===== src/rtl/vga_timing_gen.sv =====
// Parametrised VGA raster timing generator: pixel-rate divider, H/V counters, sync/blank
// generation with a pixel-tick delay line to match the downstream colour pipeline latency.
module vga_timing_gen #(
    parameter int unsigned H_ACTIVE = 640,
    parameter int unsigned H_FP     = 16,
    parameter int unsigned H_SYNC   = 96,
    parameter int unsigned H_BP     = 48,
    parameter int unsigned V_ACTIVE = 480,
    parameter int unsigned V_FP     = 10,
    parameter int unsigned V_SYNC   = 2,
    parameter int unsigned V_BP     = 33,
    parameter bit          HS_POL   = 1'b0,
    parameter bit          VS_POL   = 1'b0,
    parameter int unsigned CLK_DIV  = 2,
    parameter int unsigned PIPE_DLY = 0,
    parameter int unsigned CW       = 10
) (
    input  logic          Clk,
    input  logic          Reset_N,
    input  logic          Enable,
    output logic          VGA_CLK,
    output logic          VGA_HS,
    output logic          VGA_VS,
    output logic          VGA_BLANK_N,
    output logic          VGA_SYNC_N,
    output logic          Pixel_En,
    output logic [CW-1:0] Draw_X,
    output logic [CW-1:0] Draw_Y,
    output logic          Line_Start,
    output logic          Frame_Start,
    output logic          Vblank
);

    localparam int unsigned H_TOTAL = H_ACTIVE + H_FP + H_SYNC + H_BP;
    localparam int unsigned V_TOTAL = V_ACTIVE + V_FP + V_SYNC + V_BP;
    localparam int unsigned DW      = $clog2(CLK_DIV);

    localparam logic [DW-1:0] DIV_LAST = DW'(CLK_DIV - 1);
    localparam logic [DW-1:0] DIV_HALF = DW'(CLK_DIV / 2);

    localparam logic [CW-1:0] H_LAST = CW'(H_TOTAL - 1);
    localparam logic [CW-1:0] V_LAST = CW'(V_TOTAL - 1);
    localparam logic [CW-1:0] H_ACT  = CW'(H_ACTIVE);
    localparam logic [CW-1:0] V_ACT  = CW'(V_ACTIVE);
    localparam logic [CW-1:0] H_SS   = CW'(H_ACTIVE + H_FP);
    localparam logic [CW-1:0] H_SE   = CW'(H_ACTIVE + H_FP + H_SYNC);
    localparam logic [CW-1:0] V_SS   = CW'(V_ACTIVE + V_FP);
    localparam logic [CW-1:0] V_SE   = CW'(V_ACTIVE + V_FP + V_SYNC);

    localparam logic [2:0] IDLE_VEC = {~HS_POL, ~VS_POL, 1'b0};

    logic [DW-1:0] div_q, div_d;
    logic          vga_clk_q;
    logic [CW-1:0] x_q, x_d, y_q, y_d;
    logic          hs_raw_q, vs_raw_q, bn_raw_q;
    logic          hs_d, vs_d, bn_d;
    logic          pixel_en;
    logic [2:0]    raw_vec, out_vec;

    assign pixel_en = Enable && (div_q == DIV_LAST);

    // Next-count values; only loaded into the registers on a pixel tick.
    always_comb begin
        div_d = (div_q == DIV_LAST) ? '0 : div_q + 1'b1;
        x_d   = x_q + 1'b1;
        y_d   = y_q;
        if (x_q == H_LAST) begin
            x_d = '0;
            y_d = (y_q == V_LAST) ? '0 : y_q + 1'b1;
        end
        hs_d = ((x_d >= H_SS) && (x_d < H_SE)) ? HS_POL : ~HS_POL;
        vs_d = ((y_d >= V_SS) && (y_d < V_SE)) ? VS_POL : ~VS_POL;
        bn_d = (x_d < H_ACT) && (y_d < V_ACT);
    end

    always_ff @(posedge Clk or negedge Reset_N) begin
        if (!Reset_N) begin
            div_q     <= '0;
            vga_clk_q <= 1'b0;
            x_q       <= '0;
            y_q       <= '0;
            hs_raw_q  <= ~HS_POL;
            vs_raw_q  <= ~VS_POL;
            bn_raw_q  <= 1'b0;
        end else if (Enable) begin
            div_q     <= div_d;
            vga_clk_q <= (div_d >= DIV_HALF);
            if (pixel_en) begin
                x_q      <= x_d;
                y_q      <= y_d;
                hs_raw_q <= hs_d;
                vs_raw_q <= vs_d;
                bn_raw_q <= bn_d;
            end
        end
    end

    assign raw_vec = {hs_raw_q, vs_raw_q, bn_raw_q};

    if (PIPE_DLY == 0) begin : g_nodly
        assign out_vec = raw_vec;
    end else begin : g_dly
        logic [2:0] dly_q [PIPE_DLY];

        always_ff @(posedge Clk or negedge Reset_N) begin
            if (!Reset_N) begin
                for (int i = 0; i < PIPE_DLY; i++) dly_q[i] <= IDLE_VEC;
            end else if (pixel_en) begin
                dly_q[0] <= raw_vec;
                for (int i = 1; i < PIPE_DLY; i++) dly_q[i] <= dly_q[i-1];
            end
        end

        assign out_vec = dly_q[PIPE_DLY-1];
    end

    assign VGA_CLK     = vga_clk_q;
    assign VGA_HS      = out_vec[2];
    assign VGA_VS      = out_vec[1];
    assign VGA_BLANK_N = out_vec[0];
    assign VGA_SYNC_N  = 1'b0;
    assign Pixel_En    = pixel_en;
    assign Draw_X      = x_q;
    assign Draw_Y      = y_q;
    assign Line_Start  = pixel_en && (x_q == '0);
    assign Frame_Start = pixel_en && (x_q == '0) && (y_q == '0);
    assign Vblank      = (y_q >= V_ACT);

endmodule


===== config.mk =====
export PLATFORM = sky130hd
export DESIGN_NAME = vga_timing_gen
export DESIGN_NICKNAME = d
export VERILOG_FILES = /design/src/rtl/vga_timing_gen.sv
export SDC_FILE = /design/constraint.sdc
export NUM_CORES = 1
export LEC_CHECK = 0
export ABC_CLOCK_PERIOD_IN_PS = 2200
export CORE_UTILIZATION = 41
export DETAILED_ROUTE_END_ITERATION = 10
export HOLD_SLACK_MARGIN = 0.05
export PLACE_DENSITY_LB_ADDON = 0.1
export SYNTH_ARGS = -nofsm -noshare
export SYNTH_HDL_FRONTEND = slang
export SYNTH_SLANG_ARGS = --single-unit

===== constraint.sdc =====
create_clock -name Clk -period 2.2 [get_ports Clk]
set_clock_uncertainty 0.05 [all_clocks]
set_input_delay 0.44 -clock Clk [delete_from_list [all_inputs] [get_ports Clk]]
set_output_delay 0.44 -clock Clk [all_outputs]
set_load 0.02 [all_outputs]

==> After elaboration in Yosys (flattened, before gate mapping) <==
Cells that the tools add are included.
{ "totals": {"reg_bits": 25, "out_inout_bits": 29, "word_cells": 35, "inputBits": 3} }
{ "classes": {"reduce_logical": 9, "order_cmp": 8, "addsub": 3, "n_eq_ne": 2, "n_mux": 6} }
{ "ops": {"columns": ["cell", "count"], "rows": [
  ["10-bit two-way mux", 3],
  ["10-bit by 1-bit adder with 10-bit output, second input constant", 2],
  ["10-bit equality test, second input constant", 2],
  ["10-bit by 9-bit >= comparator with 1-bit output, second input constant", 2],
  ["10-bit zero test", 2],
  ["10-bit less-than comparator, second input constant", 2],
  ["10-bit by 9-bit less-than comparator with 1-bit output, second input constant", 2],
  ["10-bit >= comparator, second input constant", 1],
  ["1-bit logical AND", 6],
  ["1-bit two-way mux", 3],
  ["2-bit AND reduction", 1],
  ["1-bit adder, second input constant", 1],
  ["1-bit >= comparator, second input constant", 1]
]} }

==> Longest topological paths before layout <==
{ "logic_depth": {"ltp_word": 6, "mapped_depth": 8, "mapped_depth_nobuf": 8} }

==> Worst setup path after synthesis <==
OpenSTA, ideal clock, no wires.
{ "synth_timing": {"path_type": "flip-flop to output port", "start": "register x_q[5], in the netlist Draw_X[5]", "end": "output Frame_Start", "setup_slack_ns": -0.273, "path_stages_with_launch": 6, "required_ns": 1.710, "path_buffers": 1, "arrival_ns": 1.983, "cell_sequence": "dfrtp_1 -> clkbuf_1 -> nor4_1 -> nand4_1 -> nor3_1 -> and4bb_2"} }
{ "synth_between": {"elab_chain_cells": 3} }
{ "synth_lines": {"columns": ["item", "line", "source"], "rows": [
  ["start: declaration", "54", "logic [CW-1:0] x_q, x_d, y_q, y_d;"],
  ["start signal: assignment", "80", "x_q <= '0;"],
  ["start signal: assignment", "89", "x_q <= x_d;"],
  ["10-bit zero test", null, null],
  ["1-bit logical AND", null, null],
  ["named net Line_Start", "29", "output logic Line_Start,"],
  ["1-bit logical AND", "126", "assign Frame_Start = pixel_en && (x_q == '0) && (y_q == '0);"],
  ["end: declaration", "30", "output logic Frame_Start,"]
]} }
The timed path passes the listed nets, and every way through them passes these cells.

==> Worst setup path in the final report <==
{ "layout_timing": {"start": "register y_q[4], in the netlist Draw_Y[4]", "end": "register bn_raw_q, in the netlist VGA_BLANK_N"} }
{ "layout_between": {"elab_chain_cells": 5, "elab_cells_between_ends": 6, "classes_between": "add/sub: 1; order compare: 1; eq/ne: 1; mux: 2; reduce/logical: 1"} }
{ "layout_lines": {"columns": ["item", "line", "source"], "rows": [
  ["start: declaration", "54", null],
  ["start signal: assignment", "90", "y_q <= y_d;"],
  ["10-bit by 1-bit adder with 10-bit output / 10-bit equality test (equally long branches)", "69", "y_d = (y_q == V_LAST) ? '0 : y_q + 1'b1;"],
  ["10-bit two-way mux", "69", null],
  ["10-bit two-way mux (*)", "67", "if (x_q == H_LAST) begin"],
  ["10-bit by 9-bit less-than comparator with 1-bit output (*)", "73", "bn_d = (x_d < H_ACT) && (y_d < V_ACT);"],
  ["1-bit logical AND (*)", "73", null],
  ["end signal: assignment", "93", "bn_raw_q <= bn_d;"],
  ["end: declaration", "55", "logic hs_raw_q, vs_raw_q, bn_raw_q;"]
]} }
Every way passes the cells marked *; elsewhere a longest branch is shown, timed or not.
A chain may end at the register's enable or synchronous reset.

==> run summary <==
The flow ran to the end, but the final reports show violations. The checks that failed: negative setup slack. For the synthesized instance count, the log shows 197. Startpoint of the worst register-to-register path: Draw_Y[4]. Fraction of final layout cells with drive strength greater than 1: 31.46%. Dividing the detail-routed wire length by the instance count gives 15.91 µm. Power comes to 1.637 mW. The biggest cell delay along the critical path was 0.55 ns.

The count of flip-flops with a built-in enable after synthesis was 0. The final layout contains 275 nets. For the number of buffers created by CTS, the log shows 3. Primary flip-flop cell chosen by synthesis mapping: sky130_fd_sc_hd__dfrtp_1. The endpoint identified for the worst register-to-register timing path is VGA_BLANK_N. Average cell area after synthesis: 8.307 µm². For the distinct cell type count of the synthesized netlist, the log shows 49. The run gives 0.002283 mm² as the cell area after placement.

TritonCTS built the clock tree. For the final instance count without filler cells, the log shows 315. Setup repair after global routing could not meet its margin everywhere. The logs give 0 for the max-slew violation total from the final report and 0 for the count of yosys warnings during synthesis. The worst hold-check path type is flip-flop to flip-flop.

Overall die height: 65.18 µm. In this run the power density over the cells is 667.5 mW/mm². The horizontal die dimension is 65.18 µm, and the proportion of synthesized flip-flops having asynchronous set or reset is 100.0%. The congestion estimate from routability-driven global placement came to 0.8786. Setup violations remaining at the end of the flow were counted as 4. After layout, the worst path uses 102.1% of the clock period. The average vias per placed instance came out at 5.571. The critical path in this run is classified as flip-flop to flip-flop.

The tools report the final core utilization as 65.51%. The cell area after synthesis is 0.001637 mm². Category of the worst setup path launch point: a flip-flop. The initial utilization of the core area, before any placement, comes to 43.72%. The run gives 0 as the hold violation count in the final report. For this block, the initial DRC count from the detailed router was 157. Wire segments on met3 add up to 206 µm in the final route. The logs give 24 for the clock sink count and 445.0 MHz for the top achievable clock speed. Detailed routing placed a total of 2621 µm of wire on met2. In this design, the largest share of critical-path delay is due to simple AND/OR/NAND/NOR gates. Once detailed placement completed, the half-perimeter wirelength came to 3495 µm.

After detailed placement, the design holds a cell count of 303. The worst hold path was traced through 2 stages. The die covers 0.004248 mm². The longest clock path from root to sink contains 2 buffers. Data on the critical path arrives at its endpoint at 2.37 ns.

Walking the worst path, the cells encountered are or4_4, buf_6, nor4b_4, o2bb2ai_2, nand2_1, mux2_4, o41ai_2. For the number of iterations in the first detailed-routing pass, the log shows 4. Proportion of synthesized chip area in sequential cells: 36.85%. For the number of maximum-capacitance violations, the log shows 0. The tools report the pin count of the biggest net entering global routing as 25. In this run, synthesis produced a sequential element count of 24.

The first global-routing pass estimated 7866 µm of wire. The via total after detailed routing was 1,755. The detailed-route DRC error count was 0; the clock period minus worst slack was 2.247 ns. The clock input transition at the sequential cells of the worst setup and hold paths is 0.08 ns. The static leakage is 0.9985 nW. The top fanout value on the critical path was 2. The post-route met1 wirelength came out at 2032 µm.

The buffers plus inverters on the worst setup path was 1; the insertion delay to the later sink of the worst-skew pair was 0.27 ns. From synthesis to final layout, the design area changed by 49.85%. At the worst endpoint, the required time is 2.32 ns. After clock tree synthesis, the flow added hold-fix buffers numbering 0. The tools report the initial antenna violation count as 0. The number of I/O pins was 32; the fill cell total of the finished layout was 334.

The logs give 24.51% for the overall track demand over capacity in global routing and 1,678 for the via count of the first global-routing pass. In this run the remaining antenna-violating nets after routing total 0. The run gives 22 as the placement row count. The number of buffer cells added on primary ports came out at 30.

The end of the worst hold path was VGA_BLANK_N. In this run the clock root is driven by a sky130_fd_sc_hd__clkbuf_8. For the level count of the clock H-tree, the log shows 1.

For the wire length after detailed routing, the log shows 5013 µm. Synthesis produced a netlist with a net count of 204. The slowest stage cell on the critical path is sky130_fd_sc_hd__or4_4. 0 antenna diodes ended up in the layout.

In this run the register-to-register setup slack is -0.05 ns. The tools report the peak supply drop as 0.2657 mV. The detailed router used layers up to and including met4. Measured in cells, the most critical reg-to-reg path has a length of 7. The finished cells cover 0.002452 mm². The area of the core region was 0.003744 mm². The category of the worst setup path capture point was a flip-flop. The total congestion overflow after global routing is 0. The launch instance of the worst min-delay path was VGA_BLANK_N. The run gives -0.04722 ns as the worst setup margin.
==> tightest hold or removal path: cells and delay by family (launching register included) <==
family	cells	cell delay, ns
and+or+nand+nor	1	0.07
AOI/OAI and AO/OA	1	0.05
DFF	1	0.35
==> area by class of cell <==
class,instances,area (µm²),share of cell area [%]
clock buffers,4,45.04,1.837
inverters,9,33.78,1.378
multi-input cells,152,1033,42.14
flip-flops and latches,24,611.8,24.95
well taps,48,60.06,2.449
repair buffers,78,668.1,27.24
==> cell usage after synthesis (4+ instances only) <==
cell / n / area [µm²]
sky130_fd_sc_hd__nand2_1: 31 / 116.4
sky130_fd_sc_hd__dfrtp_1: 22 / 550.5
sky130_fd_sc_hd__nor2_1: 18 / 67.56
sky130_fd_sc_hd__o21ai_0: 16 / 80.08
sky130_fd_sc_hd__inv_1: 9 / 33.78
sky130_fd_sc_hd__nand3_1: 9 / 45.04
sky130_fd_sc_hd__nor3_1: 9 / 45.04
sky130_fd_sc_hd__a21oi_1: 8 / 40.04
sky130_fd_sc_hd__clkbuf_1: 8 / 30.03
sky130_fd_sc_hd__o31ai_1: 5 / 37.54
sky130_fd_sc_hd__ha_1: 4 / 50.05
sky130_fd_sc_hd__xnor2_1: 4 / 35.03
==> placed cells by master, fill, tap and decap left out, types with 3 or more instances in the layout <==
| master | count |
|---|---|
| sky130_fd_sc_hd__a21oi_1 | 8 |
| sky130_fd_sc_hd__a31oi_1 | 3 |
| sky130_fd_sc_hd__buf_4 | 46 |
| sky130_fd_sc_hd__buf_6 | 4 |
| sky130_fd_sc_hd__clkbuf_8 | 3 |
| sky130_fd_sc_hd__clkdlybuf4s50_1 | 26 |
| sky130_fd_sc_hd__dfrtp_1 | 15 |
| sky130_fd_sc_hd__dfrtp_2 | 7 |
| sky130_fd_sc_hd__ha_1 | 3 |
| sky130_fd_sc_hd__inv_1 | 9 |
| sky130_fd_sc_hd__nand2_1 | 29 |
| sky130_fd_sc_hd__nand2b_1 | 3 |
| sky130_fd_sc_hd__nand3_1 | 8 |
| sky130_fd_sc_hd__nand4_1 | 3 |
| sky130_fd_sc_hd__nor2_1 | 17 |
| sky130_fd_sc_hd__nor3_1 | 6 |
| sky130_fd_sc_hd__o21ai_0 | 16 |
| sky130_fd_sc_hd__o31ai_1 | 4 |
| sky130_fd_sc_hd__xnor2_1 | 4 |
==> where the power goes <==
part	internal (mW)	switching, mW	leakage [nW]
Clock	0.130	0.142	0.0228
Combinational	0.357	0.431	0.693
Sequential	0.523	0.0550	0.283
==> kinds of logic after synthesis <==
| logic type | after synthesis | synth area share, % |
|---|---|---|
| other | 1 | 0.2291 |
| AND/OR/NAND/NOR | 90 | 29.05 |
| flip-flops | 24 | 36.85 |
| XOR/XNOR | 6 | 3.211 |
| AO/OA/AOI/OAI | 48 | 19.73 |
| buffers and inverters | 21 | 5.658 |
| adder cells (fa/ha/maj) | 4 | 3.058 |
| multiplexers | 3 | 2.217 |
==> registers in the layout (all words and copies together) (netlist names) <==
name and flops:
div_q 1, Draw_X 10, VGA_HS 1, Draw_Y 10, VGA_BLANK_N 1, VGA_VS 1
==> per-layer routing <==
layer	global-route usage [%]	vias to the layer above
li1	-	846
met4	12.50	0
met2	43.56	74
met3	2.951	15
met1	28.68	820
met5	0	-
==> stage by stage <==
stage	TNS [ns]	worst slack, ns	hold slack, ns
2_1_floorplan	-0.1336	-0.04298	0.09441
3_3_place_gp	-1.006	-0.3561	0.4213
3_5_place_dp	-1.244	-0.3425	0.4405
4_1_cts	-0.1861	-0.1233	0.4542
5_1_grt	-1.067	-0.1727	0.4635
6_report	-0.1252	-0.04722	0.4482
==> what timing repair did <==
item,4_1_cts,5_1_grt
endpoints found under the setup margin,10,12
gates resized for setup,11,16
pin swaps,3,9
setup buffers,3,5
==> worst max-delay path by stage <==
stage,from,endpoint,cells past startpoint
2_1_floorplan,Draw_Y[5],Draw_Y[9],7
3_3_place_gp,Enable,Frame_Start,5
3_5_place_dp,Enable,Frame_Start,5
4_1_cts,Draw_X[8],Frame_Start,5
5_1_grt,Draw_X[7],VGA_BLANK_N,9
6_report,Draw_Y[4],VGA_BLANK_N,7
Note: power is estimated with default switching activity, not from simulation.
